## config.mk

```make
export PLATFORM = sky130hd
export DESIGN_NAME = alu_decoder
export DESIGN_NICKNAME = d
export VERILOG_FILES = /design/src/rtl/alu_decoder.sv
export SDC_FILE = /design/constraint.sdc
export NUM_CORES = 1
export LEC_CHECK = 0
export ABC_AREA = 1
export CAP_MARGIN = 30
export CORE_MARGIN = 5
export CORE_UTILIZATION = 50
export CTS_BUF_LIST = sky130_fd_sc_hd__clkbuf_4 sky130_fd_sc_hd__clkbuf_8
export CTS_CLUSTER_SIZE = 10
export DETAILED_ROUTE_END_ITERATION = 12
export GPL_TIMING_DRIVEN = 0
export PLACE_DENSITY = 0.88
export SLEW_MARGIN = 5
export SYNTH_ARGS = -nofsm -noshare
export SYNTH_HDL_FRONTEND = slang
export SYNTH_SLANG_ARGS = --single-unit
export TNS_END_PERCENT = 50
```

## constraint.sdc

```tcl
create_clock -name clk -period 2.65 [get_ports clk]
set_clock_uncertainty 0.05 [all_clocks]
set_input_delay 0.265 -clock clk [delete_from_list [all_inputs] [get_ports clk]]
set_output_delay 0.265 -clock clk [all_outputs]
set_load 0.05 [all_outputs]
```

## src/rtl/alu_decoder.sv

```systemverilog
// RV32I decode stage feeding the ALU through a two-entry in-order buffer (head + skid).
// Define ILLEGAL_HALT_EN to halt on an unsupported opcode instead of passing it on as a NOP.
module alu_decoder #(
    parameter int LEN = 32
) (
    input  logic           clk,
    input  logic           rst_n,
    input  logic           flush,
    input  logic           in_valid,
    output logic           in_ready,
    input  logic [31:0]    in_inst,
    input  logic [LEN-1:0] in_pc,
    output logic           out_valid,
    input  logic           out_ready,
    output logic [2:0]     out_alu_signal,
    output logic [3:0]     out_func_code,
    output logic [LEN-1:0] out_imm,
    output logic [LEN-1:0] out_pc,
    output logic [4:0]     out_rs1,
    output logic [4:0]     out_rs2,
    output logic [4:0]     out_rd,
    output logic           illegal
);

    typedef enum logic [1:0] {EMPTY, ONE, TWO, HALT} state_e;

    typedef struct packed {
        logic [2:0]     alu;
        logic [3:0]     func;
        logic [LEN-1:0] imm;
        logic [LEN-1:0] pc;
        logic [4:0]     rs1;
        logic [4:0]     rs2;
        logic [4:0]     rd;
    } entry_t;

    localparam logic [6:0] OPC_OP     = 7'b0110011;
    localparam logic [6:0] OPC_OPIMM  = 7'b0010011;
    localparam logic [6:0] OPC_BRANCH = 7'b1100011;
    localparam logic [6:0] OPC_LOAD   = 7'b0000011;
    localparam logic [6:0] OPC_STORE  = 7'b0100011;
    localparam logic [6:0] OPC_JALR   = 7'b1100111;
    localparam logic [6:0] OPC_AUIPC  = 7'b0010111;
    localparam logic [6:0] OPC_JAL    = 7'b1101111;
    localparam logic [6:0] OPC_LUI    = 7'b0110111;

    localparam logic [2:0] ALU_NOP        = 3'd0;
    localparam logic [2:0] ALU_BINARY     = 3'd1;
    localparam logic [2:0] ALU_IMM_BINARY = 3'd2;
    localparam logic [2:0] ALU_BRANCH     = 3'd3;
    localparam logic [2:0] ALU_MEM_ADDR   = 3'd4;
    localparam logic [2:0] ALU_PC_BASED   = 3'd5;
    localparam logic [2:0] ALU_IMM        = 3'd6;

    function automatic logic [LEN-1:0] sext32(input logic [31:0] v);
        return LEN'(signed'(v));
    endfunction

    state_e       state_q, state_d;
    entry_t       head_q, skid_q, dec;
    logic         head_v_q, head_v_d, skid_v_q, skid_v_d;
    logic         in_ready_q, in_ready_d, illegal_q, illegal_d;
    logic         dec_illegal, accept, push, pop;
    logic [31:0]  imm32;

    always_comb begin
        imm32       = '0;
        dec         = '0;
        dec_illegal = 1'b0;
        dec.pc      = in_pc;
        dec.rs1     = in_inst[19:15];
        dec.rs2     = in_inst[24:20];
        dec.rd      = in_inst[11:7];
        dec.func    = {1'b0, in_inst[14:12]};
        case (in_inst[6:0])
            OPC_OP: begin
                dec.alu  = ALU_BINARY;
                dec.func = {in_inst[30], in_inst[14:12]};
            end
            OPC_OPIMM: begin
                dec.alu = ALU_IMM_BINARY;
                imm32   = {{20{in_inst[31]}}, in_inst[31:20]};
            end
            OPC_BRANCH: begin
                dec.alu = ALU_BRANCH;
                imm32   = {{19{in_inst[31]}}, in_inst[31], in_inst[7], in_inst[30:25],
                           in_inst[11:8], 1'b0};
            end
            OPC_LOAD, OPC_JALR: begin
                dec.alu = ALU_MEM_ADDR;
                imm32   = {{20{in_inst[31]}}, in_inst[31:20]};
            end
            OPC_STORE: begin
                dec.alu = ALU_MEM_ADDR;
                imm32   = {{20{in_inst[31]}}, in_inst[31:25], in_inst[11:7]};
            end
            OPC_AUIPC: begin
                dec.alu = ALU_PC_BASED;
                imm32   = {in_inst[31:12], 12'b0};
            end
            OPC_JAL: begin
                dec.alu = ALU_PC_BASED;
                imm32   = {{11{in_inst[31]}}, in_inst[31], in_inst[19:12], in_inst[20],
                           in_inst[30:21], 1'b0};
            end
            OPC_LUI: begin
                dec.alu = ALU_IMM;
                imm32   = {in_inst[31:12], 12'b0};
            end
            default: begin
                dec_illegal = 1'b1;
                dec.func    = '0;
            end
        endcase
        dec.imm = sext32(imm32);
    end

    // Flush wins over both a simultaneous accept and a simultaneous drain.
    assign accept = in_valid && in_ready_q && !flush;
    assign pop    = head_v_q && out_ready && !flush;
`ifdef ILLEGAL_HALT_EN
    assign push   = accept && !dec_illegal;
`else
    assign push   = accept;
`endif

    always_comb begin
        state_d = state_q;
        case (state_q)
            EMPTY:   if (push) state_d = ONE;
            ONE: begin
                if (push && !pop)      state_d = TWO;
                else if (pop && !push) state_d = EMPTY;
            end
            TWO:     if (pop) state_d = ONE;
            HALT:    state_d = HALT;
            default: state_d = EMPTY;
        endcase
`ifdef ILLEGAL_HALT_EN
        if (accept && dec_illegal) state_d = HALT;
        illegal_d = illegal_q || (accept && dec_illegal);
`else
        illegal_d = accept && dec_illegal;
`endif
        if (flush) begin
            state_d   = EMPTY;
            illegal_d = 1'b0;
        end
        in_ready_d = (state_d == EMPTY) || (state_d == ONE);
        head_v_d   = pop ? (skid_v_q || push) : (head_v_q || push);
        skid_v_d   = pop ? 1'b0 : (skid_v_q || (push && head_v_q));
        if (flush) begin
            head_v_d = 1'b0;
            skid_v_d = 1'b0;
        end
    end

    always_ff @(posedge clk or negedge rst_n) begin
        if (!rst_n) begin
            state_q    <= EMPTY;
            head_v_q   <= 1'b0;
            skid_v_q   <= 1'b0;
            in_ready_q <= 1'b1;
            illegal_q  <= 1'b0;
        end else begin
            state_q    <= state_d;
            head_v_q   <= head_v_d;
            skid_v_q   <= skid_v_d;
            in_ready_q <= in_ready_d;
            illegal_q  <= illegal_d;
        end
    end

    // Head reloads from skid on drain; a new entry lands in head only when head frees up.
    always_ff @(posedge clk or negedge rst_n) begin
        if (!rst_n) begin
            head_q <= '0;
            skid_q <= '0;
        end else begin
            if (pop) begin
                if (skid_v_q)  head_q <= skid_q;
                else if (push) head_q <= dec;
            end else if (push && !head_v_q) begin
                head_q <= dec;
            end
            if (push && head_v_q && !pop) skid_q <= dec;
        end
    end

    assign in_ready       = in_ready_q;
    assign out_valid      = head_v_q;
    assign illegal        = illegal_q;
    assign out_alu_signal = head_q.alu;
    assign out_func_code  = head_q.func;
    assign out_imm        = head_q.imm;
    assign out_pc         = head_q.pc;
    assign out_rs1        = head_q.rs1;
    assign out_rs2        = head_q.rs2;
    assign out_rd         = head_q.rd;

endmodule

```

==> impl_metrics.tcl <==
set metrics [dict create \
    status "completed" \
    cell_family_contributing_the_most_delay_on_the_critical_path "buffers and inverters" \
    synthesis.yosys.warnings 0 \
    final_antenna_violating_net_count 0 \
    syn_inst 1026 \
    grt_pass1_vias 7501 \
    fin_crit_ns 2.15 \
    drc 0 \
    synth_cell_type_count 27 \
    seq_power_share_pct 47.5 \
    synth_top_area_share_pct 54.5 \
    final_net_count 1273 \
    final_cell_area_sq_mm 0.0104 \
    leakagePower_nw 5.38 \
    dr.first_iter.drc_count 866 \
    top_count_cell_post_synth "nand2_1" \
    power.switching_fraction_pct 34.0 \
    grt_start_max_net_pins 119 \
    worstHoldPathType "input pin to asynchronous set/reset pin" \
    cts-resized-gates 0 \
    floorplan.initialDensity_pct 51.0 \
    fill_cells 1334 \
    path_buf_inv 1 \
    worstPathCellList "clkdlybuf4s50_1" \
    floorplan.rows 46 \
    combPwrFrac_pct 25.4 \
    cts_root_buffer "clkbuf_8" \
    postSynthNetCount 1095 \
    finalSetupViolations 0 \
    final_report_max_slew_violation_count 0 \
    antenna_violations_before_repair 0 \
    via_per_inst 5.40 \
    grt_setup_unrepaired "no" \
    placedInstanceArea_sq_mm 0.0100 \
    synth_commonest_cells "374 x nand2_1, 177 x dfrtp_1, 124 x nor2_1" \
    critical_path_required_ns 2.34 \
    power.share.clock_pct 27.1 \
    power_density_mw_per_mm2 694 \
    netSwitchingPower_mw 2.46 \
    clock_pin_slew_on_the_worst_setup_and_hold_paths_ns 0.09 \
    slew_worst_pin_ns 0.652 \
    boundaryPins 158 \
    clkSinkCount 178 \
    synth_top_cell_by_area "dfrtp_1" \
    timing.critical_path.arrival_ns 1.83 \
    routed_wl_microns 23700 \
    synth_ff_type "dfrtp_1" \
    mappedNetlistArea_sq_mm 0.00813 \
    number_of_endpoints_with_negative_hold_slack_in_the_final_report 0 \
    place.gp.congestion 0.983 \
    numCtsBuffers 17 \
    synthTopCellsByArea "dfrtp_1 54%, nand2_1 17%, nor2_1 5.7%" \
    overflow 0 \
    fmaxAchievable_mhz 465 \
    chipWidth_microns 138 \
    critical_path.max_fanout 2 \
    max-slew-margin-rel_pct 56.3 \
    numPortBuffers 157 \
    worst_setup_path_end_kind "output pin" \
    vdd.ir_drop.worst_uv 348 \
    clock_path_buffers 2 \
    grt_first_pass_wirelength_microns 37600 \
    synth_area_per_cell_sq_um 7.93 \
    die_height_microns 138 \
    dpl.hpwl_microns 17500 \
    clk-insertion-delay-late_ns 0.48 \
    cts_tree "built" \
    area_delta_synth_final_pct 28.2 \
    critPathLaunchType "register" \
    design.core.area_sq_mm 0.0159 \
    crit_type "register to output pin" \
    synth_seq_cells 178 \
    final_min_period_over_clock_period_pct 81.1 \
    synth_edf_count 0 \
    finalSetupTns_ns 0 \
    max_cap_violations 0 \
    cellInternalPower_mw 4.78 \
    antenna_diode_instance_count 0 \
    max_stage_delay_ns 0.80 \
    drt-wirelength-per-cell_microns 16.6 \
    drt_pre_antenna_iters 6 \
    drive_above_1_share_pct 7.73 \
    share_of_the_yosys_chip_area_belonging_to_registers_pct 54.8 \
    global_route.usage.total_pct 25.6 \
    fp.dieArea_sq_mm 0.0189 \
    cts_htree_levels 4 \
    routed-via-count 7737 \
    timing.reg2reg.setup_slack_ns 0.76 \
    crit_path_top_delay_cell "clkdlybuf4s50_1" \
    postSynth.asyncResetShare_pct 100 \
]
logic make-up (layout without fill, tap and decap cells):
kind of cell / Yosys count / after routing / share of synthesized area [%]
flip-flops: 178 / 178 / 54.8
AO/OA/AOI/OAI: 177 / 177 / 11.7
AND/OR/NAND/NOR: 546 / 546 / 26.5
buffers and inverters: 125 / 315 / 7.03
path summary, 6_finish.rpt:
check / from / end / cells after the start
min reg2reg: skid_q[45] / skid_q[45] / 2
min in group clk: in_pc[29] / skid_q[44] / 3
max in group asynchronous: rst_n / skid_v_q / 3
min: rst_n / out_pc[16] / 2
max reg2reg: in_ready / out_pc[17] / 7
max: in_ready / in_ready / 1
cells in the final DEF, fill, tap and decap left out, types with 3 or more instances in the layout:
master / count
nor2_4: 3
o21ai_1: 25
buf_2: 28
dfrtp_1: 177
a21oi_1: 27
nand3_1: 33
inv_2: 8
nand2_1: 374
buf_6: 6
buf_4: 6
o21ai_0: 83
inv_6: 5
inv_1: 57
nand2_2: 3
nor2_1: 124
clkinv_2: 3
nand3_2: 3
clkbuf_1: 16
a31oi_1: 37
bufinv_16: 3
clkdlybuf4s50_1: 156
clkbuf_8: 17
buf_1: 4
area by class of cell:
cell class	count	area, sq um	area share [%]
plain buffers	60	328	3.14
inverters	65	244	2.34
clock inverters	14	175	1.68
clock buffers	17	234	2.24
multi-input cells	723	3110	29.8
repair buffers	159	1610	15.5
well taps	216	270	2.59
flip-flops and latches	178	4460	42.7
registers in the layout (all words and copies together), names as in the netlist:
register,count
state_q,2
out_func_code,4
out_valid,1
out_alu_signal,3
in_ready,1
skid_v_q,1
out_rs1,5
out_rd,5
out_pc,32
out_imm,32
out_rs2,5
skid_q,86
illegal,1
power by group through the flow:
stage,sequential (mW),combinational (mW),clock [mW]
after global routing,3.49,1.97,2.08
final,3.44,1.84,1.96
after floorplan,4.03,0.551,0
after global placement,3.47,1.78,0
after detailed placement,3.48,1.84,0
after CTS,3.43,1.84,1.99
repair_timing:
item / 4_1_cts / 5_1_grt
hold buffers: 1 / 0
setup endpoints to repair: 0 / 0
buffers inserted: 0 / 0
endpoints found under the hold margin: 60 / 0
metrics by stage:
step / cells / power, mW / utilization [%] / worst slack (ns) / hold slack, ns
6_report: 1432 / 7.24 / 65.4 / 0.501 / 0.259
5_1_grt: 1432 / 7.54 / 65.4 / 0.460 / 0.296
4_1_cts: 1432 / 7.26 / 65.4 / 0.474 / 0.270
3_5_place_dp: 1400 / 5.32 / 62.8 / 0.337 / 0.185
3_3_place_gp: 1399 / 5.25 / 62.6 / -5.96 / 0.403
2_1_floorplan: 1026 / 4.58 / - / 0.818 / -0.0806
metal layers:
layer  track usage (%)  share of wire (%)  vias up
met5                 0                  0        -
met2              42.1                 48      380
li1                  -                  -     3602
met3              4.78                8.5       59
met1              33.6                 40     3696
met4              9.87                3.0        0
Note: power is estimated with default switching activity, not from simulation.
